`src/rtl/core_muldiv.sv`:
```
// Iterative multiply/divide unit: radix-2 shift-add multiplier and restoring
// divider sharing one 2*WIDTH accumulator, with busy/done handshake.
module core_muldiv #(
    parameter int WIDTH = 32,
    parameter int CNT_W = 5
) (
    input  logic             clk,
    input  logic             rst,
    input  logic             start,
    input  logic [2:0]       op,
    input  logic [WIDTH-1:0] operand_a,
    input  logic [WIDTH-1:0] operand_b,
    input  logic             flush,
    output logic             busy,
    output logic             done,
    output logic [WIDTH-1:0] result
);
    typedef enum logic [1:0] {IDLE, CALC, FIN} state_t;

    localparam logic [2:0] OP_MUL   = 3'd0;
    localparam logic [2:0] OP_MULHU = 3'd1;
    localparam logic [2:0] OP_DIVU  = 3'd2;
    localparam logic [2:0] OP_REMU  = 3'd3;
    localparam logic [2:0] OP_DIV   = 3'd4;
    localparam logic [2:0] OP_REM   = 3'd5;

    state_t             state_reg;
    logic [2:0]         op_reg;
    logic [CNT_W-1:0]   cnt_reg;
    logic [2*WIDTH-1:0] acc_reg;     // multiply: {hi, lo}; divide: {rem, quo}
    logic [WIDTH-1:0]   opnd_reg;    // multiplicand or divisor magnitude
    logic               neg_q_reg;
    logic               neg_r_reg;
    logic               busy_reg;
    logic               done_reg;
    logic [WIDTH-1:0]   result_reg;

    logic               is_mul_in;
    logic               is_signed_in;
    logic               a_neg;
    logic               b_neg;
    logic [WIDTH-1:0]   abs_a;
    logic [WIDTH-1:0]   abs_b;
    logic [WIDTH:0]     mul_sum;
    logic [2*WIDTH-1:0] mul_next;
    logic [WIDTH:0]     rem_sh;
    logic [WIDTH:0]     diff;
    logic [2*WIDTH-1:0] div_next;
    logic [WIDTH-1:0]   quo_fix;
    logic [WIDTH-1:0]   rem_fix;
    logic [WIDTH-1:0]   result_next;

    always_comb begin
        is_mul_in    = (op == OP_MUL) || (op == OP_MULHU);
        is_signed_in = (op == OP_DIV) || (op == OP_REM);
        a_neg        = is_signed_in && operand_a[WIDTH-1];
        b_neg        = is_signed_in && operand_b[WIDTH-1];
        abs_a        = a_neg ? -operand_a : operand_a;
        abs_b        = b_neg ? -operand_b : operand_b;

        mul_sum  = {1'b0, acc_reg[2*WIDTH-1:WIDTH]}
                 + ({(WIDTH+1){acc_reg[0]}} & {1'b0, opnd_reg});
        mul_next = {mul_sum, acc_reg[WIDTH-1:1]};

        // Remainder needs one extra bit after the shift before the trial subtract.
        rem_sh   = {acc_reg[2*WIDTH-1:WIDTH], acc_reg[WIDTH-1]};
        diff     = rem_sh - {1'b0, opnd_reg};
        div_next = diff[WIDTH] ? {rem_sh[WIDTH-1:0], acc_reg[WIDTH-2:0], 1'b0}
                               : {diff[WIDTH-1:0],   acc_reg[WIDTH-2:0], 1'b1};

        quo_fix = neg_q_reg ? -acc_reg[WIDTH-1:0] : acc_reg[WIDTH-1:0];
        rem_fix = neg_r_reg ? -acc_reg[2*WIDTH-1:WIDTH] : acc_reg[2*WIDTH-1:WIDTH];

        case (op_reg)
            OP_MUL:            result_next = acc_reg[WIDTH-1:0];
            OP_MULHU:          result_next = acc_reg[2*WIDTH-1:WIDTH];
            OP_DIVU, OP_DIV:   result_next = quo_fix;
            default:           result_next = rem_fix;
        endcase
    end

    always_ff @(posedge clk) begin
        if (!rst) begin
            state_reg  <= IDLE;
            op_reg     <= '0;
            cnt_reg    <= '0;
            acc_reg    <= '0;
            opnd_reg   <= '0;
            neg_q_reg  <= 1'b0;
            neg_r_reg  <= 1'b0;
            busy_reg   <= 1'b0;
            done_reg   <= 1'b0;
            result_reg <= '0;
        end else begin
            done_reg <= 1'b0;
            case (state_reg)
                IDLE: begin
                    if (start && !flush && (op <= OP_REM)) begin
                        op_reg   <= op;
                        cnt_reg  <= '0;
                        busy_reg <= 1'b1;
                        if (is_mul_in) begin
                            acc_reg   <= {{WIDTH{1'b0}}, operand_b};
                            opnd_reg  <= operand_a;
                            neg_q_reg <= 1'b0;
                            neg_r_reg <= 1'b0;
                            state_reg <= CALC;
                        end else if (operand_b == '0) begin
                            // Preload the divide-by-zero answers; no fixup applies.
                            acc_reg   <= {operand_a, {WIDTH{1'b1}}};
                            opnd_reg  <= '0;
                            neg_q_reg <= 1'b0;
                            neg_r_reg <= 1'b0;
                            state_reg <= FIN;
                        end else begin
                            acc_reg   <= {{WIDTH{1'b0}}, abs_a};
                            opnd_reg  <= abs_b;
                            neg_q_reg <= a_neg ^ b_neg;
                            neg_r_reg <= a_neg;
                            state_reg <= CALC;
                        end
                    end
                end
                CALC: begin
                    if (flush) begin
                        state_reg <= IDLE;
                        busy_reg  <= 1'b0;
                    end else begin
                        acc_reg <= (op_reg[2:1] == 2'b00) ? mul_next : div_next;
                        cnt_reg <= cnt_reg + CNT_W'(1);
                        if (cnt_reg == CNT_W'(WIDTH-1))
                            state_reg <= FIN;
                    end
                end
                FIN: begin
                    state_reg <= IDLE;
                    busy_reg  <= 1'b0;
                    if (!flush) begin
                        result_reg <= result_next;
                        done_reg   <= 1'b1;
                    end
                end
                default: begin
                    state_reg <= IDLE;
                    busy_reg  <= 1'b0;
                end
            endcase
        end
    end

    assign busy   = busy_reg;
    assign done   = done_reg;
    assign result = result_reg;
endmodule
```
`config.mk`:
```
export PLATFORM = sky130hd
export DESIGN_NAME = core_muldiv
export DESIGN_NICKNAME = d
export VERILOG_FILES = /design/src/rtl/core_muldiv.sv
export SDC_FILE = /design/constraint.sdc
export NUM_CORES = 1
export LEC_CHECK = 0
export CORE_ASPECT_RATIO = 0.9
export CORE_UTILIZATION = 29
export CTS_BUF_LIST = sky130_fd_sc_hd__clkbuf_8
export DETAILED_ROUTE_END_ITERATION = 8
export PLACE_DENSITY = 0.44
export RECOVER_POWER = 25
export SLEW_MARGIN = 40
export SYNTH_ARGS = -nofsm -noshare
export SYNTH_HDL_FRONTEND = slang
export SYNTH_SLANG_ARGS = --single-unit
```
`constraint.sdc`:
```
create_clock -name clk -period 4.15 [get_ports clk]
set_clock_uncertainty 0.1 [all_clocks]
set_input_delay 0.6225 -clock clk [delete_from_list [all_inputs] [get_ports clk]]
set_output_delay 0.6225 -clock clk [all_outputs]
set_load 0.02 [all_outputs]
```
After elaboration in Yosys (flattened, before gate mapping)

Index checks and enable logic that the tools add are counted.

Bits in registers: 142
Logic and storage cells: 85
Bits of input ports: 71
Output and inout bits: 34

Equality and inequality tests: 13
Muxes and demuxes: 31
Add/sub/neg operators: 7
Bitwise gates (word level): 3
Reductions and logical operators: 20
$lt $le $gt $ge: 1

Operators with widths:

| kind                                                | count |
|---|---|
| 2-to-1 mux 64 bit                                   | 6 |
| 2-to-1 mux 32 bit                                   | 6 |
| negation 32 bit                                     | 4 |
| one-hot mux 64 bit (2 select lines)                 | 1 |
| one-hot mux 32 bit (3 select lines)                 | 1 |
| adder 32 x 33 -> 33 bit                             | 1 |
| bitwise AND 33 x 32 -> 33 bit                       | 1 |
| subtractor 33 x 32 -> 33 bit                        | 1 |
| logical NOT 32 bit                                  | 1 |
| 2-to-1 mux 2 bit                                    | 5 |
| 2-to-1 mux 5 bit                                    | 2 |
| one-hot mux 5 bit (2 select lines)                  | 1 |
| AND reduction 2 bit                                 | 5 |
| equality test 3 bit, second input constant          | 3 |
| 2-to-1 mux 1 bit                                    | 7 |
| equality test 3 x 1 -> 1 bit, second input constant | 2 |
| logical NOT 3 bit                                   | 2 |
| inequality test 2 bit, second input constant        | 3 |
| adder 5 x 1 -> 5 bit, second input constant         | 1 |
| equality test 5 bit, second input constant          | 1 |
| logical AND 1 bit                                   | 4 |
| logical NOT 2 bit                                   | 2 |
| one-hot mux 2 bit (2 select lines)                  | 1 |
| equality test 3 x 2 -> 1 bit, second input constant | 1 |
| 12 further kinds                                    | 13 |

Logic depth before layout (Yosys ltp)

Gate-level depths: netlist (run 1).

Depth in word-level cells: 8
Mapped depth: 14
Mapped depth without buffers: 12

Worst setup path after synthesis (run 1)

Ideal clock, no wire load.

Path kind: register to register
From: register acc_reg[0]
To: register acc_reg[56]
Stages on the path, launching flop included: 14
Path slack: 0.857 ns
Required time: 3.964 ns
Library setup time: 0.086 ns
Arrival time: 3.108 ns
Cell sequence: dfxtp_1 > inv_1 > buf_1 > nor2_1 > ha_1 > a2111oi_0 > o21ai_1 > a21oi_1 > o21ai_1 > a221o_1 > a221oi_1 > xnor2_1 > nand2_1 > a211oi_1

Longest elaborated chain between the ends: 5

RTL lines:

| what                                | line | source |
|---|---|---|
| start: declaration                  | 30   | `logic [2*WIDTH-1:0] acc_reg;` |
| start signal: assignment            | 103  | `acc_reg <= {{WIDTH{1'b0}}, operand_b};` |
| start signal: assignment            | 110  | `acc_reg <= {operand_a, {WIDTH{1'b1}}};` |
| start signal: assignment            | 116  | `acc_reg <= {{WIDTH{1'b0}}, abs_a};` |
| bitwise AND 33 x 32 -> 33 bit       | 62   | `+ ({(WIDTH+1){acc_reg[0]}} & {1'b0, opnd_reg});` |
| adder 32 x 33 -> 33 bit             | 62   |  |
| 2-to-1 mux 64 bit                   | 129  | `acc_reg <= (op_reg[2:1] == 2'b00) ? mul_next : div_next;` |
| 2-to-1 mux 64 bit                   | 125  | `if (flush) begin` |
| one-hot mux 64 bit (2 select lines) | 96   | `case (state_reg)` |

No other way between the ends. The select of a mux whose other input is x is not followed.
A chain may end at the register's enable or synchronous reset.

Worst setup path in the final report (run 1)

From: register acc_reg[31]
To: register acc_reg[49]

Longest elaborated chain between the ends: 5

RTL lines:

| what                                | line | source |
|---|---|---|
| subtractor 33 x 32 -> 33 bit        | 67   | `diff = rem_sh - {1'b0, opnd_reg};` |
| 2-to-1 mux 64 bit                   | 68   | `div_next = diff[WIDTH] ? {rem_sh[WIDTH-1:0], acc_reg[WIDTH-2:0], 1'b0}` |
| 2-to-1 mux 64 bit                   | 129  |  |
| 2-to-1 mux 64 bit                   | 125  |  |
| one-hot mux 64 bit (2 select lines) | 96   |  |

No other way between the ends. The select of a mux whose other input is x is not followed.

==> results of run 1 <==
## worst max-delay path by stage
| stage | start | cells past startpoint | end | slack (ps) |
|---|---|---|---|---|
| 3_5_place_dp | acc_reg[31] | 13 | acc_reg[35] | 280 |
| 4_1_cts | acc_reg[31] | 13 | acc_reg[35] | 240 |
| 3_3_place_gp | acc_reg[31] | 12 | acc_reg[49] | 350 |
| 5_1_grt | acc_reg[31] | 12 | acc_reg[54] | 70 |
| 6_report | acc_reg[31] | 12 | acc_reg[49] | 260 |
| 2_1_floorplan | acc_reg[0] | 13 | acc_reg[56] | 860 |
## metal layers
metal / GRT usage / routed length (um)
met4: 0.124 / 2930
met1: 0.382 / 30500
met5: 0 / 0
met3: 0.0323 / 4690
met2: 0.392 / 27500
## through the flow
step	std cells	hold slack [ps]	utilization
finish	2731	360	0.348
global route	2730	392	0.348
CTS	2730	371	0.348
detailed placement	2698	353	0.340
global placement	2697	351	0.340
floorplan	2000	343	-
## critical path, delay by kind of cell, from the launching register on
| family | cells | cell delay, ps |
|---|---|---|
| flops | 1 | 390 |
| simple gates | 3 | 1140 |
| fa+ha+maj | 2 | 630 |
| compound gates | 6 | 1480 |
| buf+inv | 1 | 90 |
## layout make-up
cell class	instances	share of cell area
repair buffers	215	0.117
flip-flops and latches	142	0.170
multi-input cells	1649	0.627
well taps	624	0.0468
inverters	68	0.0153
diodes	1	0.000150
clock buffers	18	0.0148
clock inverters	14	0.00855
## cell usage after synthesis, types with 5 or more instances
cell type | instances | area share
nand2_1 | 200 | 0.053
inv_1 | 67 | 0.018
o21ai_0 | 130 | 0.046
o221ai_1 | 15 | 0.0093
or2_2 | 8 | 0.0036
o31ai_1 | 27 | 0.014
nand4_1 | 12 | 0.0053
mux2_2 | 12 | 0.0096
o211ai_1 | 32 | 0.017
o41ai_1 | 15 | 0.0093
a311oi_1 | 15 | 0.0093
nor4_1 | 15 | 0.0067
and3_1 | 17 | 0.0076
xnor2_1 | 66 | 0.041
a21oi_1 | 224 | 0.080
a221oi_1 | 24 | 0.015
or4_1 | 12 | 0.0064
nor2_1 | 193 | 0.051
a21o_1 | 27 | 0.014
clkbuf_1 | 116 | 0.031
o21bai_1 | 11 | 0.0059
nand2b_1 | 17 | 0.0076
a31oi_1 | 34 | 0.015
mux2i_1 | 28 | 0.020
a211oi_1 | 36 | 0.019
a21boi_0 | 32 | 0.017
xor2_1 | 54 | 0.034
dfxtp_1 | 142 | 0.20
o21a_1 | 15 | 0.0080
o21ai_1 | 6 | 0.0021
o311ai_0 | 6 | 0.0037
nor3b_1 | 15 | 0.0080
nor3_1 | 43 | 0.015
nand3_1 | 46 | 0.016
buf_2 | 12 | 0.0043
buf_1 | 12 | 0.0032
ha_1 | 70 | 0.062
o22ai_1 | 21 | 0.0093
or3_1 | 17 | 0.0076
o211a_1 | 14 | 0.010
a22oi_1 | 5 | 0.0027
nor2b_1 | 50 | 0.022
and2_1 | 20 | 0.0089
## logic make-up (layout without fill, tap and decap cells)
logic type,Yosys count,in the layout,synth area share
multiplexers,40,40,0.0295
other,0,1,0
adder cells (fa/ha/maj),72,72,0.0651
AND/OR/NAND/NOR,690,690,0.237
XOR/XNOR,120,120,0.0747
flip-flops,142,142,0.202
buffers and inverters,209,315,0.0573
AO/OA/AOI/OAI,727,727,0.334
## power groups by stage
stage | registers, uW | clock network [uW] | logic (uW)
6_report | 1530 | 1200 | 2050
5_1_grt | 1540 | 1280 | 2210
4_1_cts | 1530 | 1240 | 2010
3_5_place_dp | 1560 | 0 | 2000
3_3_place_gp | 1560 | 0 | 2000
2_1_floorplan | 1530 | 0 | 1280
## what timing repair did
action | CTS | global route
endpoints found under the setup margin | 0 | 1
endpoints found under the hold margin | 0 | 0
buffers inserted | 0 | 0
resized for setup | 0 | 1
==> results.py, run 1 <==
metrics = {
    "global_route": {
        "grt_pass1_vias": 15000,
        "grt_max_degree": 98,
        "antenna_found_initial": 1,
        "grt_overflow": 0,
        "grt.total_usage": 0.266,
        "grt_pass1_wl_mm": 97.6,
    },
    "outcome": {
        "status": "finished with violations",
        "violations": "design-rule violations, max-capacitance violations, max-slew violations",
    },
    "worst_hold_path": {
        "min_from": "result[18]",
        "holdPathEnd": "result[18]",
        "min_path_type": "reg2reg",
        "hold_depth": 2,
    },
    "setup_path": {
        "path_max_fanout": 11,
        "critPathArrivalTime_ps": 4250,
        "critPathKind": "reg2reg",
        "worst_path_most_repeated_cell": "a21oi_1",
        "cp_slowest_cell": "or3b_2",
        "reg2regPathDepth": 12,
        "r2r-end": "acc_reg[49]",
        "regToRegSetupSlack_ps": 260,
        "r2r_start": "acc_reg[31]",
        "cp_data_required_time_ps": 4510,
        "start_kind": "register",
        "crit_path_end_kind": "register",
        "cpPeakStageDelay_ps": 530,
        "worstPathCellList": "inv_1 -> ha_1 -> fa_1 -> nand2b_1 -> a21oi_1 -> o211ai_1 -> a31oi_2 -> o21ai_0 -> and3_1 -> or3b_2 -> a21oi_1 -> o221a_2",
    },
    "logic_synthesis": {
        "yosys_register_bits": 142,
        "synthCells": 2000,
        "seq_area_frac_synth": 0.202,
        "syn_area_sq_um": 14100,
        "ys_warn_count": 0,
        "syn_nets": 2143,
        "synthFlopType": "dfxtp_1",
        "synth_edf_count": 0,
        "avgSynthCellArea_sq_um": 7.04,
        "synthDistinctLibCells": 82,
        "synthArstFlopShare": 0,
    },
    "timing": {
        "fin_crit_sh": 0.937,
        "fin_ws_ps": 262,
        "final_max_slew_viol_count": 131,
        "finalSetupTns_ps": 0,
        "rsz0062_at_grt": "no",
        "setup_viol": 0,
        "slew_headroom": -0.265,
        "hold_violations": 0,
        "tightest_slew_ps": 1900,
        "fin_crit_ps": 3890,
        "max_freq_ghz": 0.257,
    },
    "routing": {
        "post_drt_wl_per_cell_um": 24.0,
        "drc": 4,
        "drt_iter0_drc": 1564,
        "via_per_inst": 5.86,
        "ant_nets": 0,
        "num_vias": 16000,
        "routed_wl_mm": 65.7,
        "drtPass1Iterations": 7,
    },
    "place": {
        "gp_congestion": 0.930,
        "dp_hpwl_mm": 50.8,
        "placed_area_sq_um": 16300,
        "portBuffers": 104,
        "dp_slack_ps": 277,
    },
    "power": {
        "p_total_uw": 4780,
        "internal-power_uw": 2760,
        "pwr-share-comb": 0.429,
        "swShare": 0.423,
        "pwr-share-seq": 0.320,
        "ir_drop_mv": 0.218,
        "leakagePower_uw": 0.00648,
        "clock_power_share": 0.251,
        "p_per_area_nw_per_um2": 286,
        "p_switching_uw": 2020,
    },
    "clock_network": {
        "cts_root_buf": "clkbuf_8",
        "numClockSinks": 142,
        "cts_made_buffers": 17,
        "cts_hold_buf": 0,
        "clock_insertion_delay_worst_skew_ps": 530,
        "clkTransAtPathRegs_ps": 90,
        "cts_buffer_depth": 2,
        "htreeDepth": 4,
        "cts_tree": "yes",
    },
    "floorplan": {
        "die_w_um": 234,
        "die-area_sq_um": 49400,
        "ios": 105,
        "start_util": 0.294,
        "dieHeight_um": 211,
        "core_area_sq_um": 47900,
        "fp-row-count": 76,
    },
    "final_layout": {
        "layout_common_cells": "224 x a21oi_1, 199 x nand2_1, 187 x nor2_1",
        "largest_reg_flops": 64,
        "nNetsFinal": 2236,
        "layout_commonest_cell": "a21oi_1",
        "area_growth_pct": 18.6,
        "layout-drive-gt1-share": 0.0897,
        "final_area_sq_um": 16700,
        "multi_input_area_sq_um": 10500,
        "num-fill-cells": 5247,
        "seq_area_sq_um": 2840,
    },
    "job": {
        "cap_violations": 2,
    },
}
Note: power is estimated with default switching activity, not from simulation.
==> inputs of run 2 (changes only) <==
- CTS_BUF_LIST: sky130_fd_sc_hd__clkbuf_8 -> sky130_fd_sc_hd__clkbuf_16
- SLEW_MARGIN: 40 -> 20
==> run 2 against run 1 <==
  * Non-clock buffer count is 1 lower
  * Largest cell class unchanged
  * Maximum frequency shrank 2.8%
  * Die area unchanged
  * Cell area up 0.82%
  * Routed wire length decreased by 0.18%
  * Sequential share of layout area shrank 0.14 points
  * Total power rose by 7.2%
  * Sequential power is essentially flat
  * Flip-flop and latch count is the same
  * Clock-buffer cell count down 1
  * Hold slack worse by 4.7 ps
  * Critical path type unchanged
  * The flow still finishes with violations (design-rule violations, max-capacitance violations, max-slew violations)
  * Register-to-register slack worse by 110 ps
==> results.py, run 2 (synthesis gave the netlist of run 1 again) <==
metrics = {
    "routing": {
        "num_vias": 15800,
        "ant_nets": 0,
        "via_per_inst": 5.79,
        "post_drt_wl_per_cell_um": 24.0,
        "drt_iter0_drc": 1546,
        "routed_wl_mm": 65.5,
        "drtPass1Iterations": 7,
        "drc": 4,
    },
    "power": {
        "internal-power_uw": 3070,
        "swShare": 0.400,
        "pwr-share-comb": 0.398,
        "pwr-share-seq": 0.299,
        "p_per_area_nw_per_um2": 304,
        "leakagePower_uw": 0.00654,
        "clock_power_share": 0.304,
        "p_switching_uw": 2050,
        "ir_drop_mv": 0.322,
    },
    "floorplan": {
        "ios": 105,
        "dieHeight_um": 211,
        "die-area_sq_um": 49400,
        "die_w_um": 234,
        "fp-row-count": 76,
        "start_util": 0.294,
        "core_area_sq_um": 47900,
    },
    "setup_path": {
        "worstPathCellList": "inv_1 -> ha_1 -> fa_1 -> nand2b_1 -> a21oi_1 -> o211ai_1 -> a31oi_1 -> or3_1 -> and3_1 -> buf_4 -> nand2_1 -> o31a_1 -> a211oi_1",
        "cp.buffers_inverters": 2,
        "cp_slowest_cell": "and3_1",
        "regToRegSetupSlack_ps": 150,
        "critPathArrivalTime_ps": 4310,
        "r2r_start": "acc_reg[31]",
        "cp_data_required_time_ps": 4460,
        "reg2regPathDepth": 13,
        "path_delay_family": "compound AO/OA/AOI/OAI gates",
        "path_max_fanout": 11,
        "critPathKind": "reg2reg",
        "start_kind": "register",
        "cpPeakStageDelay_ps": 510,
        "crit_path_end_kind": "register",
        "r2r-end": "acc_reg[35]",
    },
    "place": {
        "gp_congestion": 0.930,
        "dp_hpwl_mm": 50.9,
        "portBuffers": 104,
    },
    "timing": {
        "fin_crit_sh": 0.964,
        "fin_crit_ps": 4000,
        "slew_headroom": -0.263,
        "max_freq_ghz": 0.250,
        "rsz0062_at_grt": "no",
        "hold_violations": 0,
        "setup_viol": 0,
        "hold_slack_ps": 355,
        "finalSetupTns_ps": 0,
        "final_max_slew_viol_count": 98,
        "tightest_slew_ps": 1890,
    },
    "global_route": {
        "grt_pass1_wl_mm": 96.8,
        "antenna_found_initial": 2,
        "grt_overflow": 0,
        "grt_max_degree": 98,
        "grt.total_usage": 0.267,
        "grt_pass1_vias": 14900,
    },
    "clock_network": {
        "numClockSinks": 142,
        "cts_setup_buffers": 0,
        "cts_root_buf": "clkbuf_16",
        "cts_buffer_depth": 2,
        "cts_resized": 0,
        "clkTransAtPathRegs_ps": 70,
        "cts_hold_buf": 0,
        "clock_insertion_delay_worst_skew_ps": 500,
        "cts_made_buffers": 17,
        "cts_tree": "yes",
        "htreeDepth": 4,
    },
    "worst_hold_path": {
        "hold_depth": 2,
        "min_from": "result[18]",
        "holdPathEnd": "result[18]",
        "min_path_type": "reg2reg",
    },
    "final_layout": {
        "layout-drive-gt1-share": 0.0865,
        "area_growth_pct": 19.6,
        "nNetsFinal": 2235,
        "largest_reg_flops": 64,
        "layout_commonest_cell": "a21oi_1",
        "layout_common_cells": "224 x a21oi_1, 199 x nand2_1, 188 x nor2_1",
    },
    "job": {
        "cap_violations": 1,
    },
    "outcome": {
        "status": "finished with violations",
        "violations": "design-rule violations, max-capacitance violations, max-slew violations",
    },
}
run 2: how the worst max path moves through the flow:
stage / start / endpoint / slack [ps] / depth (start not counted)
after global routing: acc_reg[31] / acc_reg[54] / 6 / 12
after CTS: acc_reg[31] / acc_reg[35] / 210 / 13
after global placement: acc_reg[31] / acc_reg[49] / 350 / 12
after detailed placement: acc_reg[31] / acc_reg[35] / 230 / 13
final: acc_reg[31] / acc_reg[35] / 150 / 13
after floorplan: acc_reg[0] / acc_reg[56] / 860 / 13
run 2: cell type report:
class | count | area [sq um]
clock inverter | 13 | 126
tap | 624 | 781
clock buffer | 17 | 425
timing repair buffer | 214 | 1950
multi-input combinational | 1649 | 10500
fill | 5207 | 31100
antenna | 1 | 2.50
inverter | 68 | 255
sequential | 142 | 2840
run 2: power by group through the flow:
stage / Combinational, uW / Sequential [uW] / Clock, uW
5_1_grt: 2210 / 1540 / 1650
3_3_place_gp: 2000 / 1560 / 0
2_1_floorplan: 1280 / 1530 / 0
4_1_cts: 2010 / 1530 / 1590
3_5_place_dp: 2000 / 1560 / 0
6_report: 2040 / 1530 / 1560
run 2: stage by stage:
stage / power [uW] / util / std cells / setup WS, ps / instance area (sq um)
6_report: 5120 / 0.351 / 2728 / 148 / 16800
3_5_place_dp: 3560 / 0.340 / 2697 / 226 / 16300
5_1_grt: 5390 / 0.351 / 2727 / 6.33 / 16800
2_1_floorplan: 2810 / - / 2000 / 857 / 14100
4_1_cts: 5120 / 0.351 / 2727 / 213 / 16800
3_3_place_gp: 3550 / 0.340 / 2697 / 346 / 16300
run 2: per-layer routing:
metal	wire, um	track usage	vias to the layer above
met5	0	0	-
met4	2670	0.123	0
met3	4320	0.0364	91
met2	27700	0.393	636
met1	30800	0.382	7538
li1	-	-	7525
run 2: worst reg2reg max path: stages (launching register included):
cell and delay (ps):
dfxtp_1 400, inv_1 100, ha_1 240, fa_1 400, nand2b_1 210, a21oi_1 310
o211ai_1 270, a31oi_1 410, or3_1 210, and3_1 510, buf_4 310, nand2_1 80
o31a_1 120, a211oi_1 250
==> inputs of run 3 (changes only) <==
- ABC_AREA: default -> 1
- CTS_CLUSTER_SIZE: default -> 30
- SKIP_LAST_GASP: default -> 1
==> run 3 against run 2 <==
  * The run ends with max-capacitance violations, max-slew violations left
  * Sequential power rose by 18%
  * Via count is 29% higher
  * Flip-flop and latch count unchanged
  * Critical path type is now in2reg
  * Critical endpoint is now result[5]
  * Highest routed layer is now met5
==> results.py, run 3 <==
metrics = {
    "outcome": {
        "status": "finished with violations",
        "violations": "max-capacitance violations, max-slew violations",
    },
    "floorplan": {
        "dieHeight_um": 225,
        "core_area_sq_um": 54500,
        "start_util": 0.295,
        "fp-row-count": 81,
        "die_w_um": 250,
        "die-area_sq_um": 56400,
        "ios": 105,
    },
    "final_layout": {
        "num-fill-cells": 6276,
        "nNetsFinal": 3095,
        "area_growth_pct": 15.8,
        "seq_area_sq_um": 2840,
        "largest_reg_flops": 64,
        "multi_input_area_sq_um": 11100,
        "final_area_sq_um": 18600,
        "antenna_cells": 0,
        "layout-drive-gt1-share": 0.0506,
        "layout_commonest_cell": "nand2_1",
        "layout_common_cells": "745 x nand2_1, 411 x inv_1, 276 x a21oi_1",
    },
    "timing": {
        "rsz0062_at_grt": "no",
        "hold_slack_ps": 363,
        "finalSetupTns_ps": 0,
        "tightest_slew_ps": 1870,
        "slew_headroom": -0.249,
        "hold_violations": 0,
        "setup_viol": 0,
        "fin_crit_ps": 3560,
        "final_max_slew_viol_count": 60,
        "fin_crit_sh": 0.857,
        "max_freq_ghz": 0.281,
        "fin_ws_ps": 594,
    },
    "clock_network": {
        "cts_made_buffers": 17,
        "cts_setup_buffers": 0,
        "numClockSinks": 142,
        "cts_tree": "yes",
        "htreeDepth": 4,
        "cts_buffer_depth": 2,
        "cts_hold_buf": 0,
        "clkTransAtPathRegs_ps": 70,
        "cts_root_buf": "clkbuf_16",
        "cts_resized": 0,
        "clock_insertion_delay_worst_skew_ps": 500,
    },
    "setup_path": {
        "critPathKind": "in2reg",
        "cp_data_required_time_ps": 4450,
        "r2r-end": "acc_reg[51]",
        "crit_path_end_kind": "register",
        "start_kind": "input port",
        "regToRegSetupSlack_ps": 830,
        "r2r_start": "acc_reg[60]",
        "critPathArrivalTime_ps": 3860,
        "path_max_fanout": 35,
        "reg2regPathDepth": 14,
    },
    "routing": {
        "drtPass1Iterations": 6,
        "num_vias": 20400,
        "routed_wl_mm": 88.3,
        "post_drt_wl_per_cell_um": 24.1,
        "drt_iter0_drc": 2461,
        "ant_nets": 0,
        "via_per_inst": 5.54,
        "drc": 0,
    },
    "power": {
        "p_per_area_nw_per_um2": 442,
        "leakagePower_uw": 0.00897,
        "ir_drop_mv": 0.325,
    },
    "logic_synthesis": {
        "yosys.cell_count.top_type": "nand2_1",
        "ys_warn_count": 0,
        "synth_edf_count": 0,
        "synthCells": 2885,
        "syn_nets": 3028,
        "avgSynthCellArea_sq_um": 5.57,
        "synthTopCellsByArea": "dfxtp_1 18%, nand2_1 17%, inv_1 9.6%",
        "syn_area_sq_um": 16100,
        "yosys_register_bits": 142,
        "synthFlopType": "dfxtp_1",
        "synth_top_area_share": 0.177,
        "yosys.area.top_type": "dfxtp_1",
        "synthArstFlopShare": 0,
        "synthTopCellsByCount": "745 x nand2_1, 412 x inv_1, 276 x a21oi_1, 265 x o21ai_0, 239 x nor2_1",
        "synthDistinctLibCells": 51,
        "seq_area_frac_synth": 0.177,
    },
    "job": {
        "cap_violations": 2,
    },
    "global_route": {
        "antenna_found_initial": 4,
        "grt.total_usage": 0.309,
        "grt_overflow": 0,
        "grt_pass1_wl_mm": 127,
        "grt_pass1_vias": 18600,
        "grt_max_degree": 67,
    },
    "worst_hold_path": {
        "hold_depth": 2,
        "holdPathEnd": "result[7]",
        "min_from": "result[7]",
        "min_path_type": "reg2reg",
    },
    "place": {
        "gp_congestion": 0.959,
        "placed_area_sq_um": 18000,
        "dp_slack_ps": 588,
        "dp_hpwl_mm": 70.8,
        "portBuffers": 104,
    },
}
==> run 3: cells by family (layout without fill, tap and decap cells) <==
| logic type | after synthesis | in the layout | share of synthesized area |
|---|---|---|---|
| compound gates | 694 | 694 | 0.235 |
| fa+ha+maj | 72 | 72 | 0.0570 |
| simple gates | 1356 | 1356 | 0.359 |
| buf+inv | 550 | 630 | 0.133 |
| flops | 142 | 142 | 0.177 |
| xor+xnor | 71 | 71 | 0.0387 |
==> run 3: worst max-delay path, cell delays in order <==
cell and delay (ps):
clkdlybuf4s50_1 490, inv_1 120, nand3_1 370, clkinv_1 160
clkbuf_1 1360, o211ai_1 460, a21oi_1 250
==> run 3: how the worst max path moves through the flow <==
stage	start	endpoint	slack, ps	cells past startpoint
2_1_floorplan	acc_reg[31]	acc_reg[61]	1720	21
3_3_place_gp	operand_a[31]	acc_reg[30]	560	11
3_5_place_dp	operand_a[31]	acc_reg[30]	590	11
4_1_cts	acc_reg[60]	acc_reg[32]	930	12
5_1_grt	op[1]	opnd_reg[26]	450	12
6_report	flush	result[5]	590	7
==> run 3: per-stage QoR <==
stage / utilization / total power [uW] / cells
after floorplan: - / 4580 / 2885
after global placement: 0.330 / 6370 / 3638
after detailed placement: 0.330 / 6330 / 3638
after CTS: 0.342 / 8120 / 3670
after global routing: 0.341 / 8700 / 3670
final: 0.341 / 8240 / 3670
==> run 3: layout make-up <==
class / count / share of cell area
clock buffer: 17 / 0.0229
clock inverter: 15 / 0.0119
inverter: 429 / 0.0865
multi-input combinational: 2193 / 0.596
sequential: 142 / 0.153
tap: 705 / 0.0474
timing repair buffer: 169 / 0.0824
==> run 3: per-layer routing <==
layer	up-vias	track usage	wire, um
met1	9688	0.469	43100
met3	79	0.0378	7150
met4	2	0.0839	1840
met2	941	0.448	36200
met5	-	0	13
li1	9640	-	-
==> run 3: power breakdown <==
part	switching, uW	internal [uW]
registers	285	1510
logic	3300	1360
clock network	791	980
